$ cat config.mk
export PLATFORM = sky130hd
export DESIGN_NAME = switch_conditioner
export DESIGN_NICKNAME = d
export VERILOG_FILES = /design/src/rtl/switch_conditioner.sv
export SDC_FILE = /design/constraint.sdc
export NUM_CORES = 1
export LEC_CHECK = 0
export ABC_CLOCK_PERIOD_IN_PS = 1600
export CAP_MARGIN = 20
export CORE_MARGIN = 5
export CORE_UTILIZATION = 30
export DETAILED_ROUTE_END_ITERATION = 8
export HOLD_SLACK_MARGIN = 0.12
export SLEW_MARGIN = 10
export SYNTH_ARGS = -nofsm -noshare
export SYNTH_HDL_FRONTEND = slang
export SYNTH_SLANG_ARGS = --single-unit
$ cat constraint.sdc
create_clock -name CLK -period 1.6 [get_ports CLK]
set_clock_uncertainty 0.15 [all_clocks]
set_input_delay 0.4 -clock CLK [delete_from_list [all_inputs] [get_ports CLK]]
set_output_delay 0.4 -clock CLK [all_outputs]
set_load 0.02 [all_outputs]
$ cat src/rtl/switch_conditioner.sv
// switch_conditioner
//   Input conditioning for a bank of mechanical switch levers. Each bit
//   passes through a 2-flop synchronizer and then a debounce counter.
//   The stable level changes only after the synchronized input has differed
//   from it for DEBOUNCE_CYCLES consecutive cycles. Single-cycle ROSE/FELL
//   pulses mark each change of the stable level.
//
//   Optional build macro: SWITCH_COND_TOGGLE_EN
//     defined   : T[n] flips each time Q[n] rises, so each press/release
//                 flips it once.
//     undefined : T is tied to 0 and no toggle flops exist.
//
// Ports
//   CLK   in   1        rising-edge clock
//   RST   in   1        synchronous, active-high reset
//   I     in   NSWITCH  raw switch levels, asynchronous to CLK
//   Q     out  NSWITCH  debounced stable level
//   ROSE  out  NSWITCH  one-cycle pulse, aligned with Q going 0->1
//   FELL  out  NSWITCH  one-cycle pulse, aligned with Q going 1->0
//   T     out  NSWITCH  toggle level (see macro above)
module switch_conditioner #(
   parameter int NSWITCH         = 2,
   parameter int DEBOUNCE_CYCLES = 4,
   localparam int CNT_W          = $clog2(DEBOUNCE_CYCLES + 1)
) (
   input  logic               CLK,
   input  logic               RST,
   input  logic [NSWITCH-1:0] I,
   output logic [NSWITCH-1:0] Q,
   output logic [NSWITCH-1:0] ROSE,
   output logic [NSWITCH-1:0] FELL,
   output logic [NSWITCH-1:0] T
);

   if (DEBOUNCE_CYCLES < 1) begin : g_bad_param
      $error("switch_conditioner: DEBOUNCE_CYCLES must be >= 1");
   end

   localparam logic [CNT_W-1:0] CNT_MAX = CNT_W'(DEBOUNCE_CYCLES - 1);

   for (genvar n = 0; n < NSWITCH; n++) begin : g_bit
      logic             s1, s2;
      logic             q, rose, fell;
      logic [CNT_W-1:0] cnt;
      logic             commit;

      // Input has disagreed with the stable level long enough to accept it.
      assign commit = (s2 != q) && (cnt == CNT_MAX);

      always_ff @(posedge CLK) begin
         if (RST) begin
            s1   <= 1'b0;
            s2   <= 1'b0;
            cnt  <= '0;
            q    <= 1'b0;
            rose <= 1'b0;
            fell <= 1'b0;
         end else begin
            s1   <= I[n];
            s2   <= s1;
            rose <= 1'b0;
            fell <= 1'b0;
            if (s2 == q) begin
               // Any return to the stable level discards partial progress.
               cnt <= '0;
            end else if (commit) begin
               q    <= s2;
               cnt  <= '0;
               rose <= s2;
               fell <= ~s2;
            end else begin
               cnt <= cnt + CNT_W'(1);
            end
         end
      end

      assign Q[n]    = q;
      assign ROSE[n] = rose;
      assign FELL[n] = fell;

`ifdef SWITCH_COND_TOGGLE_EN
      logic t;

      // Flip on the same edge that raises Q, so T changes with ROSE.
      always_ff @(posedge CLK) begin
         if (RST)
            t <= 1'b0;
         else if (commit && s2)
            t <= ~t;
      end

      assign T[n] = t;
`else
      assign T[n] = 1'b0;
`endif
   end

endmodule

==> flow_summary.yaml, run 1 <==
status:
  outcome: "complete, no violations"
power_and_ir_drop:
  pwr_density_cell_nw_per_um2: 936
  ir_drop_v: 0.000426
  p_leak_nw: 0.317
worst_setup_path:
  timing.rr.end: "g_bit[0].cnt[0]"
  worstPathRequired_ps: 1050
  worst_ep_arrival_time_ps: 940
  crit_slowest_cell: "dfxtp_1"
  worst-path-max-fanout: 2
  rrSetupSlack_ps: 300
  path_delay_family: "flip-flops"
  ff2ff_path_depth: 3
  cp-start-kind: "register"
  timing.rr.start: "g_bit[0].cnt[0]"
  end_kind: "primary output"
  path_class: "register to primary output"
  crit_start: "g_bit[1].q"
  path_cells: "dlygate4sd2_1"
  worst-path-buf-inv: 1
  slowest_delay_ps: 330
route:
  drt-initial-drc-count: 1
  vias: 367
  postRouteAntennaNets: 0
  first_pass_iters: 3
  drc: 0
  routed_wl_um: 806
  wire_per_inst_um: 9.16
  avgViaCountPerCell: 4.17
synth:
  synth.avg_cell_area_um2: 12.1
  syn_inst: 52
  yosys_warnings: 0
  synth.distinct_cells: 14
  netlist_area_um2: 631
  yosysSeqAreaShare: 0.508
  synth_seq_cells: 16
placed_design:
  place.gp.congestion: 0.628
  port_buffers: 9
  place_inst: 84
  dpl.hpwl_um: 609
  pre_cts_ws_ps: 43.1
sta:
  min_period_over_period: 0.934
  fin_crit_ps: 1490
  setup_viol: 0
  rsz0062_at_grt: "no"
  setup-tns-final_ps: 0
  finalWorstSetupSlack_ps: 105
  fmax_ghz: 0.669
  finalHoldViolCount: 0
  final-max-slew-violation-count: 0
floorplan:
  floorplan.die_area_um2: 3120
  initial_core_util: 0.318
  die_x_um: 55.8
  die_h_um: 55.8
  core.rowCount: 16
  core_area_um2: 1980
  io_pins: 12
clock_tree:
  hold_buffers: 0
  clkSinkCount: 16
  cts_tree: "yes"
  clk_root_buffer_cell: "clkbuf_4"
  htree_levels: 1
  clk_pin_slew_ps: 90
  max-clock-path-buffers: 2
  cts-buffers-inserted: 3
  clock_latency_ps: 280
global_routing:
  antenna_found_initial: 0
  grt_pass1_vias: 363
  grt_max_degree: 10
  overflow: 0
  grt_pass1_wl_mm: 1.54
  track_usage: 0.0621
cells_and_area:
  fin_nets: 70
  final_common_cell: "dfxtp_1"
  final_cells: 88
  antenna_cells: 0
  mostFrequentLayoutCells: "16 x dfxtp_1, 6 x dlygate4sd2_1"
  layout-drive-gt1-share: 0.230
  synthToLayoutAreaGrowth_pct: 18.3
worst_hold_path:
  hp-start: "g_bit[1].cnt[0]"
  holdPathStages: 1
  hp-class: "register to register"
  hold_end: "g_bit[1].cnt[0]"
run:
  cap_violations: 0
[cell families after synthesis]
| family | Yosys count | synth area share |
|---|---|---|
| simple gates | 16 | 0.222 |
| flops | 16 | 0.508 |
| buf+inv | 11 | 0.125 |
| fa+ha+maj | 4 | 0.0794 |
| xor+xnor | 2 | 0.0278 |
| mux | 2 | 0.0317 |
| other cells | 1 | 0.00595 |
[synthesized netlist by cell type]
cell	number	area [µm²]
mux2i_1	2	20.0
inv_1	2	7.51
nor4b_2	2	30.0
nor2b_1	2	12.5
ha_1	4	50.1
nor4_1	4	25.0
buf_6	1	11.3
conb_1	1	3.75
xnor2_1	2	17.5
dfxtp_1	16	320
and4bb_2	4	50.1
nor2_1	2	7.51
buf_4	8	60.1
and2b_1	2	15.0
[worst register-to-register path: cells and delay by family (launching register included)]
| family | cells | cell delay, ps |
|---|---|---|
| flip-flops | 1 | 330 |
| AND/OR/NAND/NOR | 1 | 280 |
| adder cells (fa/ha/maj) | 2 | 440 |
[layer usage]
metal,track usage,part of all wire
met1,0.0738,0.48
met5,0,0
met3,0.0209,0.056
met2,0.0946,0.45
met4,0.0407,0.011
[power by group]
part	total, W	switching, W	internal, W
sequential	0.000407	0.00000327	0.000404
combinational	0.0000310	0.0000144	0.0000166
clock	0.000259	0.000121	0.000138
[state kept, by name, indices dropped and copies added (netlist names)]
signal / flops
g_bit.q: 2
g_bit.s2: 2
g_bit.fell: 2
g_bit.rose: 2
g_bit.s1: 2
g_bit.cnt: 6
[stage by stage]
| stage | hold WS (ps) | utilization | power [W] | area [µm²] |
|---|---|---|---|---|
| after detailed placement | 269 | 0.362 | 0.000448 | 717 |
| after CTS | 295 | 0.376 | 0.000708 | 746 |
| after floorplan | 255 | - | 0.000439 | 634 |
| after global placement | 266 | 0.362 | 0.000447 | 717 |
| after global routing | 322 | 0.376 | 0.000734 | 746 |
| final | 285 | 0.376 | 0.000698 | 746 |
[worst max path at each step]
stage / endpoint / cells after the start
2_1_floorplan: g_bit[1].fell / 3
3_3_place_gp: g_bit[0].rose / 3
3_5_place_dp: g_bit[0].rose / 3
4_1_cts: Q[1] / 1
5_1_grt: Q[1] / 1
6_report: Q[1] / 1
[area by class of cell]
type | count | area, µm²
clock buffer | 4 | 36.3
inverter | 2 | 7.51
tap | 27 | 33.8
sequential | 16 | 320
fill | 200 | 1240
multi-input combinational | 26 | 235
timing repair buffer | 13 | 113
[repair_timing]
| action | 4_1_cts | 5_1_grt |
|---|---|---|
| buffers inserted | 0 | 0 |
| resized for setup | 6 | 0 |
| endpoints found under the setup margin | 6 | 0 |
Note: power is estimated with default switching activity, not from simulation.
==> inputs of run 2 (changes only) <==
- SKIP_CTS_REPAIR_TIMING: not set -> 1
==> flow_summary.yaml, run 2 (synthesized netlist as in run 1, its figures left out) <==
worst_setup_path:
  path_delay_family: "flip-flops"
  worstPathRequired_ps: 1050
  cp-start-kind: "register"
  timing.rr.start: "g_bit[1].cnt[0]"
  path_cells: "dlymetal6s2s_1"
  worst_ep_arrival_time_ps: 840
  end_kind: "primary output"
  rrSetupSlack_ps: 300
  slowest_delay_ps: 330
  path_depth: 1
  ff2ff_path_depth: 3
  path_class: "register to primary output"
  timing.rr.end: "g_bit[1].cnt[1]"
  worst-path-max-fanout: 1
  crit_slowest_cell: "dfxtp_1"
  worst-path-buf-inv: 1
placed_design:
  dpl.hpwl_um: 609
  place.gp.congestion: 0.628
  port_buffers: 9
  place_area_um2: 717
global_routing:
  track_usage: 0.0621
  grt_pass1_vias: 363
  grt_max_degree: 10
  grt_pass1_wl_mm: 1.54
  antenna_found_initial: 0
  overflow: 0
cells_and_area:
  fill_cells: 194
  layout-drive-gt1-share: 0.230
  antenna_cells: 0
  final_common_cell: "dfxtp_1"
  synthToLayoutAreaGrowth_pct: 21.8
  multi_input_area_um2: 235
  fin_nets: 70
  mostFrequentLayoutCells: "16 x dfxtp_1, 6 x dlymetal6s2s_1"
  regMostFlops: "g_bit.cnt"
  largest_reg_flops: 6
  finish.instance_area_um2: 768
  register_area_um2: 320
route:
  routed_wl_um: 845
  drt-initial-drc-count: 2
  wire_per_inst_um: 9.60
  drc: 0
  avgViaCountPerCell: 4.15
  first_pass_iters: 3
  postRouteAntennaNets: 0
  vias: 365
floorplan:
  die_x_um: 55.8
  die_h_um: 55.8
  core_area_um2: 1980
  initial_core_util: 0.318
  core.rowCount: 16
  floorplan.die_area_um2: 3120
  io_pins: 12
clock_tree:
  max-clock-path-buffers: 2
  clkSinkCount: 16
  clock_latency_ps: 280
  clk_pin_slew_ps: 90
  cts_tree: "yes"
  clk_root_buffer_cell: "clkbuf_4"
  cts-buffers-inserted: 3
  htree_levels: 1
sta:
  finalHoldViolCount: 0
  min_period_over_period: 0.868
  holdWs_ps: 285
  fin_crit_ps: 1390
  final-max-slew-violation-count: 0
  rsz0062_at_grt: "no"
  setup-tns-final_ps: 0
  fmax_ghz: 0.720
  setup_viol: 0
run:
  cap_violations: 0
power_and_ir_drop:
  p_comb_frac: 0.045
  p_leak_nw: 0.401
  pwr_density_cell_nw_per_um2: 908
  p_int_w: 0.000559
  netSwitchingPower_w: 0.000139
  seqPwrFrac: 0.584
  swShare: 0.199
  finalPower_w: 0.000698
  ir_drop_v: 0.000426
  clkPwrFrac: 0.372
worst_hold_path:
  hold_end: "g_bit[1].cnt[0]"
  hp-class: "register to register"
  hp-start: "g_bit[1].cnt[0]"
  holdPathStages: 1
status:
  outcome: "complete, no violations"
-- run 2: cell types whose count changed in the layout (fill, tap and decap cells not counted), sizes merged --
cell,delta
dlymetal6s2s,+6
dlygate4sd2,-6
-- run 2: area by class of cell --
cell class | count | share of cell area
Multi-Input combinational cell | 26 | 0.306
Inverter | 2 | 0.00977
Tap cell | 27 | 0.0440
Timing Repair Buffer | 13 | 0.176
Clock buffer | 4 | 0.0472
Sequential cell | 16 | 0.417
-- run 2: through the flow --
| stage | utilization | setup slack (ps) | cells |
|---|---|---|---|
| after global placement | 0.362 | 61.6 | 84 |
| after CTS | 0.380 | -186 | 88 |
| after floorplan | - | 395 | 53 |
| final | 0.388 | 210 | 88 |
| after detailed placement | 0.362 | 43.1 | 84 |
| after global routing | 0.388 | 127 | 88 |
-- run 2: worst max path at each step --
stage          slack, ps         endpoint            start
2_1_floorplan        390    g_bit[1].fell  g_bit[1].cnt[0]
3_3_place_gp          60    g_bit[0].rose              RST
3_5_place_dp          40    g_bit[0].rose              RST
4_1_cts             -190             Q[0]       g_bit[0].q
5_1_grt              130  g_bit[1].cnt[0]  g_bit[1].cnt[0]
6_report             210          FELL[1]    g_bit[1].fell
-- run 2: layer usage --
metal / wire length [µm] / track usage / up-vias
met3: 45 / 0.0209 / 2
met5: 0 / 0 / -
met4: 9 / 0.0407 / 0
met2: 399 / 0.0946 / 9
met1: 391 / 0.0738 / 166
li1: - / - / 188
-- run 2: power groups by stage --
stage | logic, W | clock network, W | registers (W)
6_report | 0.0000311 | 0.000259 | 0.000407
5_1_grt | 0.0000339 | 0.000291 | 0.000409
4_1_cts | 0.0000312 | 0.000269 | 0.000408
3_5_place_dp | 0.0000313 | 0 | 0.000417
3_3_place_gp | 0.0000302 | 0 | 0.000417
2_1_floorplan | 0.0000229 | 0 | 0.000416
==> inputs of run 3 (changes only) <==
- CORE_MARGIN: 5 -> not set
==> flow_summary.yaml, run 3 (synthesized netlist as in run 1, its figures left out) <==
clock_tree:
  max-clock-path-buffers: 2
  cts_tree: "yes"
  cts-buffers-inserted: 3
  clk_root_buffer_cell: "clkbuf_4"
  clkSinkCount: 16
  htree_levels: 1
  clock_latency_ps: 280
  clk_pin_slew_ps: 90
global_routing:
  grt_max_degree: 17
  grt_pass1_wl_mm: 1.32
  antenna_found_initial: 0
  overflow: 0
  grt_pass1_vias: 290
  track_usage: 0.0887
cells_and_area:
  regMostFlops: "g_bit.cnt"
  fin_nets: 69
  multi_input_area_um2: 235
  final_common_cell: "dfxtp_1"
  synthToLayoutAreaGrowth_pct: 22.6
  register_area_um2: 320
  mostFrequentLayoutCells: "16 x dfxtp_1, 6 x dlymetal6s2s_1, 4 x and4bb_2, 4 x nor4_1, 4 x ha_1"
  fill_cells: 209
  layout-drive-gt1-share: 0.217
  antenna_cells: 0
  fin_util: 0.394
  largest_reg_flops: 6
worst_setup_path:
  timing.rr.end: "g_bit[1].cnt[1]"
  path_delay_family: "flip-flops"
  worstPathRequired_ps: 1050
  path_cells: "dlymetal6s2s_1"
  slowest_delay_ps: 330
  timing.rr.start: "g_bit[1].cnt[0]"
  worst-path-max-fanout: 2
  crit_start: "g_bit[1].q"
  crit_slowest_cell: "dfxtp_1"
  worst_ep_arrival_time_ps: 830
  ff2ff_path_depth: 3
  worst-path-buf-inv: 1
  end_kind: "primary output"
  cp-start-kind: "register"
  path_class: "register to primary output"
  rrSetupSlack_ps: 300
route:
  drt-initial-drc-count: 1
  routed_wl_um: 798
  postRouteAntennaNets: 0
  wire_per_inst_um: 9.17
  vias: 361
  avgViaCountPerCell: 4.15
  drc: 0
  first_pass_iters: 2
power_and_ir_drop:
  p_int_w: 0.000561
  swShare: 0.197
  netSwitchingPower_w: 0.000138
  pwr_density_cell_nw_per_um2: 904
  ir_drop_v: 0.000733
  p_comb_frac: 0.047
  clkPwrFrac: 0.370
  seqPwrFrac: 0.583
  p_leak_nw: 0.400
worst_hold_path:
  hold_end: "g_bit[0].cnt[0]"
  hp-class: "register to register"
  hp-start: "g_bit[0].cnt[0]"
  holdPathStages: 1
status:
  outcome: "complete, no violations"
sta:
  fmax_ghz: 0.725
  final-max-slew-violation-count: 0
  finalHoldViolCount: 0
  min_period_over_period: 0.862
  setup_viol: 0
  rsz0062_at_grt: "no"
  fin_crit_ps: 1380
  finalWorstSetupSlack_ps: 221
placed_design:
  pre_cts_ws_ps: 39.3
  dpl.hpwl_um: 557
  place.gp.congestion: 0.663
  port_buffers: 9
floorplan:
  core.rowCount: 16
  die_h_um: 47.8
  io_pins: 12
  initial_core_util: 0.321
  die_x_um: 47.8
  core_area_um2: 1960
  floorplan.die_area_um2: 2290
run:
  cap_violations: 0
[run 3: layout make-up]
| class | count | area share |
|---|---|---|
| Multi-Input combinational cell | 26 | 0.304 |
| Tap cell | 27 | 0.0437 |
| Timing Repair Buffer | 12 | 0.181 |
| Clock buffer | 4 | 0.0469 |
| Inverter | 2 | 0.00971 |
| Sequential cell | 16 | 0.414 |
[run 3: worst max-delay path by stage]
stage / depth (start not counted) / end / slack [ps]
after global placement: 3 / g_bit[0].rose / 40
after CTS: 1 / Q[1] / -180
after global routing: 1 / Q[1] / 150
final: 1 / Q[1] / 220
after floorplan: 3 / g_bit[1].fell / 390
after detailed placement: 3 / g_bit[0].rose / 40
[run 3: stage by stage]
| stage | hold slack (ps) | instance area, µm² | instances | power, W | setup TNS [ps] |
|---|---|---|---|---|---|
| 2_1_floorplan | 255 | 634 | 53 | 0.000439 | 0 |
| 3_3_place_gp | 268 | 722 | 83 | 0.000449 | 0 |
| 3_5_place_dp | 271 | 722 | 83 | 0.000450 | 0 |
| 5_1_grt | 314 | 773 | 87 | 0.000736 | 0 |
| 6_report | 284 | 773 | 87 | 0.000699 | 0 |
| 4_1_cts | 287 | 758 | 87 | 0.000710 | -971 |
[run 3: power by group through the flow]
stage	combinational [W]	sequential, W	clock [W]
after global routing	0.0000367	0.000409	0.000291
after floorplan	0.0000229	0.000416	0
after global placement	0.0000327	0.000417	0
after CTS	0.0000331	0.000407	0.000270
final	0.0000330	0.000407	0.000258
after detailed placement	0.0000329	0.000417	0
[run 3: layer usage]
metal,wire [µm],vias up,track usage
li1,-,189,-
met1,406,163,0.106
met2,356,9,0.127
met3,35,0,0.0679
met4,0,0,0.0167
met5,0,-,0
==> edit 1 (config.mk and constraints of run 1) <==
`DEBOUNCE_CYCLES`: 4 -> 8.
--- a/src/rtl/switch_conditioner.sv
+++ b/src/rtl/switch_conditioner.sv
@@ -21,5 +21,5 @@
 module switch_conditioner #(
    parameter int NSWITCH         = 2,
-   parameter int DEBOUNCE_CYCLES = 4,
+   parameter int DEBOUNCE_CYCLES = 8,
    localparam int CNT_W          = $clog2(DEBOUNCE_CYCLES + 1)
 ) (
Behaviour: not the same (Yosys sat finds a counterexample within 10 cycles, from zero or initial values and one cycle with RST high).
==> edit 1 against run 1 <==
- total power down 1.3%
- non-clock buffer count down 1
- clock power down 21%
- sequential cell count up 2
- worst setup slack worse by 0.72 ps
- cell area up 6.9%
- wire length up 7.7%
- area after synthesis up 10%
- largest cell class unchanged
==> edit 1: results (changes against run 1) <==
port_buffers: 9  # unchanged
gp_congestion: 0.610  # -2.8%
holdCritStartpoint: "g_bit[1].s1"
status: "complete, no violations"
min_to: "g_bit[1].s2"
clockBufferDepth: 2  # unchanged
post_synth_mux_area_share: 0.0288  # -0.00297
ys_top_cells_by_area: "dfxtp_1 52%, buf_4 8.6%, nand3b_4 5.8%, nor2_1 5.4%, nor4b_1 5.0%"
cts_buffers: 3  # unchanged
rr_endpoint: "g_bit[1].rose"
fillCellCount: 242  # +21%
rrSetupSlack_ps: 330  # +30 ps
largest_reg_flops: 8  # +2
synth_fa_ha_area_frac: 0.0360  # -0.0434
synth_xor_area_frac: 0.0755  # +0.0478
ys.flop_type: "dfxtp_1"
grt_pass1_vias: 380  # +4.7%
cp.arrival_ps: 950
vias: 397  # +8.2%
synthArstFlopShare: 0  # unchanged
grt_pass1_wl_um: 1500  # -2.2%
drive_gt1_frac: 0.111  # -0.118
globalRouteTotalUtil: 0.0606  # -0.00151
slowest_delay_ps: 340
antenna_found_initial: 0  # unchanged
r2r-start: "g_bit[1].cnt[0]"
post-dp-hpwl_um: 696  # +14%
synth_cell_types: 14  # unchanged
leakagePower_nw: 0.426  # +34%
synth_common_cells: "18 x dfxtp_1, 10 x nor2_1, 8 x buf_4"
seq_area_frac_synth: 0.518  # +0.0100
diodes: 0  # unchanged
first_pass_iters: 3  # unchanged
nets: 80  # +14%
routed_wl_um: 868  # +7.7%
ir_worst_vdd_mv: 0.562  # +32%
[edit 1: cell count changes after synthesis, moves of 2 or more]
cell      before  now
ha_1           4    2
and4bb_2       4    0
and2b_1        2    0
nor4b_1        0    4
nand3_1        0    4
nand3b_4       0    2
nor2b_1        2    4
xor2_1         0    4
nor4_1         4    0
nor2_1         2   10
nor4b_2        2    0
dfxtp_1       16   18
[edit 1: layout make-up]
cell class | instances | area share
Sequential cell | 18 | 0.452
Inverter | 3 | 0.0141
Timing Repair Buffer | 12 | 0.132
Tap cell | 28 | 0.0440
Clock buffer | 3 | 0.0283
Multi-Input combinational cell | 36 | 0.330
[edit 1: how the worst max path moves through the flow]
stage | end | cells past startpoint | from | slack [ps]
6_report | Q[0] | 1 | g_bit[0].q | 100
5_1_grt | Q[1] | 1 | g_bit[1].q | 40
4_1_cts | Q[1] | 1 | g_bit[1].q | 90
3_5_place_dp | g_bit[1].rose | 2 | RST | 30
3_3_place_gp | g_bit[1].cnt[2] | 4 | RST | 40
2_1_floorplan | g_bit[0].q | 4 | g_bit[0].cnt[0] | 480
[edit 1: repair_timing]
item,in CTS,in global routing
endpoints found under the setup margin,6,0
hold endpoints to repair,0,0
resized for setup,6,0
[edit 1: where the power goes]
part	total, W	switching (W)	internal [W]
clock network	0.000205	0.000118	0.0000872
logic	0.0000256	0.0000125	0.0000131
registers	0.000458	0.00000366	0.000454
total	0.000689	0.000134	0.000554
[edit 1: per-layer routing]
metal  vias up  GRT usage  part of all wire
met5         -          0                 0
met4         0     0.0397                 0
met3         0     0.0267             0.065
met2         8     0.0919              0.47
met1       177     0.0686              0.47
li1        212          -                 -
[edit 1: cell families (layout without fill, tap and decap cells)]
family,count (synthesis),count (layout)
XOR/XNOR,6,6
adder cells (fa/ha/maj),2,2
buffers and inverters,12,18
flip-flops,18,18
multiplexers,2,2
other,1,2
AND/OR/NAND/NOR,24,24
[edit 1: metrics by stage]
stage	worst slack, ps	cells	hold WS, ps	instance area [µm²]	power (W)
after floorplan	482	66	264	699	0.000487
after global placement	44.8	97	273	782	0.000494
after detailed placement	33.9	97	281	782	0.000494
after CTS	86.2	100	304	797	0.000698
after global routing	44.1	100	319	797	0.000731
final	105	100	300	797	0.000689
==> edit 2 (config.mk and constraints of run 1) <==
Made on the original files. Register the output `FELL` once more, cleared by the reset; this adds one clock of latency there. The other outputs are not delayed to match. Comments in the files are not updated.
--- a/src/rtl/switch_conditioner.sv
+++ b/src/rtl/switch_conditioner.sv
@@ -32,4 +32,6 @@
    output logic [NSWITCH-1:0] T
 );
+
+   logic [NSWITCH-1:0] FELL_d;
 
    if (DEBOUNCE_CYCLES < 1) begin : g_bad_param
@@ -77,5 +79,5 @@
       assign Q[n]    = q;
       assign ROSE[n] = rose;
-      assign FELL[n] = fell;
+      assign FELL_d[n] = fell;
 
 `ifdef SWITCH_COND_TOGGLE_EN
@@ -96,4 +98,12 @@
    end
 
+   always_ff @(posedge CLK) begin
+      if (RST) begin
+         FELL <= '0;
+      end else begin
+         FELL <= FELL_d;
+      end
+   end
+
 endmodule
 
Check against the original RTL: no difference found for any inputs over 10 cycles, from zero or initial values and one cycle with RST high; that may be too few to reach the edited logic, so the function may still have changed.
==> edit 2 against run 1 <==
- sequential cell count is 2 higher
- synthesized cell count increased by 3.8%
- combinational power rose by 11%
- critical path type unchanged
- via count up 1.4%
- total power is 0.91% higher
- area after synthesis is 7.7% higher
- highest routed layer unchanged
- worst setup slack got worse by 2.4 ps
- wire length rose by 3.2%
- cell area up 7.6%
- count of clock-buffer cells in the layout down 1
==> edit 2: results (changes against run 1) <==
synth_common_cells: "18 x dfxtp_1, 6 x buf_4, 5 x nor2b_1"
seq_area_frac_synth: 0.530  # +0.0225
fillCellCount: 216  # +8.0%
seqPwrFrac: 0.650  # +0.066
synth_fa_ha_area_frac: 0.0737  # -0.00570
grt_pass1_wl_um: 1460  # -4.9%
ir_worst_vdd_mv: 0.447  # +5.1%
wl_met3_um: 51  # +13%
clk_share: 0.0281  # -0.0206
multi_input_area_um2: 259  # +10%
grt_max_degree: 19  # +9
holdCritStartpoint: "g_bit[0].s1"
buffer_area_frac: 0.147  # -0.00436
use_met1: 0.0760  # +0.00217
buffers: 12  # -1
post-dp-hpwl_um: 620  # +2.0%
grtUsageMet2: 0.0774  # -0.0172
first_pass_iters: 1  # -2
nets: 73  # +4.3%
wl_met2_um: 381  # +5.5%
synth_xor_area_frac: 0.0258  # -0.00200
grt_pass1_vias: 337  # -7.2%
pg_clk_w: 0.000212  # -18%
status: "complete, no violations"
synth_cell_types: 15  # +1
r2r-start: "g_bit[1].cnt[0]"
rrSetupSlack_ps: 250  # -50 ps
post_synth_mux_area_share: 0.0295  # -0.00228
wl_met1_um: 387  # -0.51%
-- edit 2: cell types whose count changed after synthesis, sizes merged --
| cell | change |
|---|---|
| and2b | -1 |
| buf | -2 |
| dfxtp | +2 |
| nor2b | +3 |
-- edit 2: per-stage QoR --
stage | cell area, µm² | hold slack [ps] | instances
2_1_floorplan | 683 | 257 | 55
3_5_place_dp | 787 | 274 | 88
4_1_cts | 802 | 297 | 91
3_3_place_gp | 787 | 262 | 88
5_1_grt | 802 | 312 | 91
6_report | 802 | 293 | 91
-- edit 2: worst max-delay path by stage --
stage                          from             to  slack (ps)  cells past startpoint
finish                   g_bit[0].q           Q[0]         100                      1
global route             g_bit[1].q           Q[1]          40                      1
CTS                      g_bit[0].q           Q[0]          80                      1
detailed placement              RST  g_bit[0].fell          30                      3
global placement                RST  g_bit[0].fell          30                      3
floorplan           g_bit[0].cnt[0]  g_bit[0].fell         370                      3
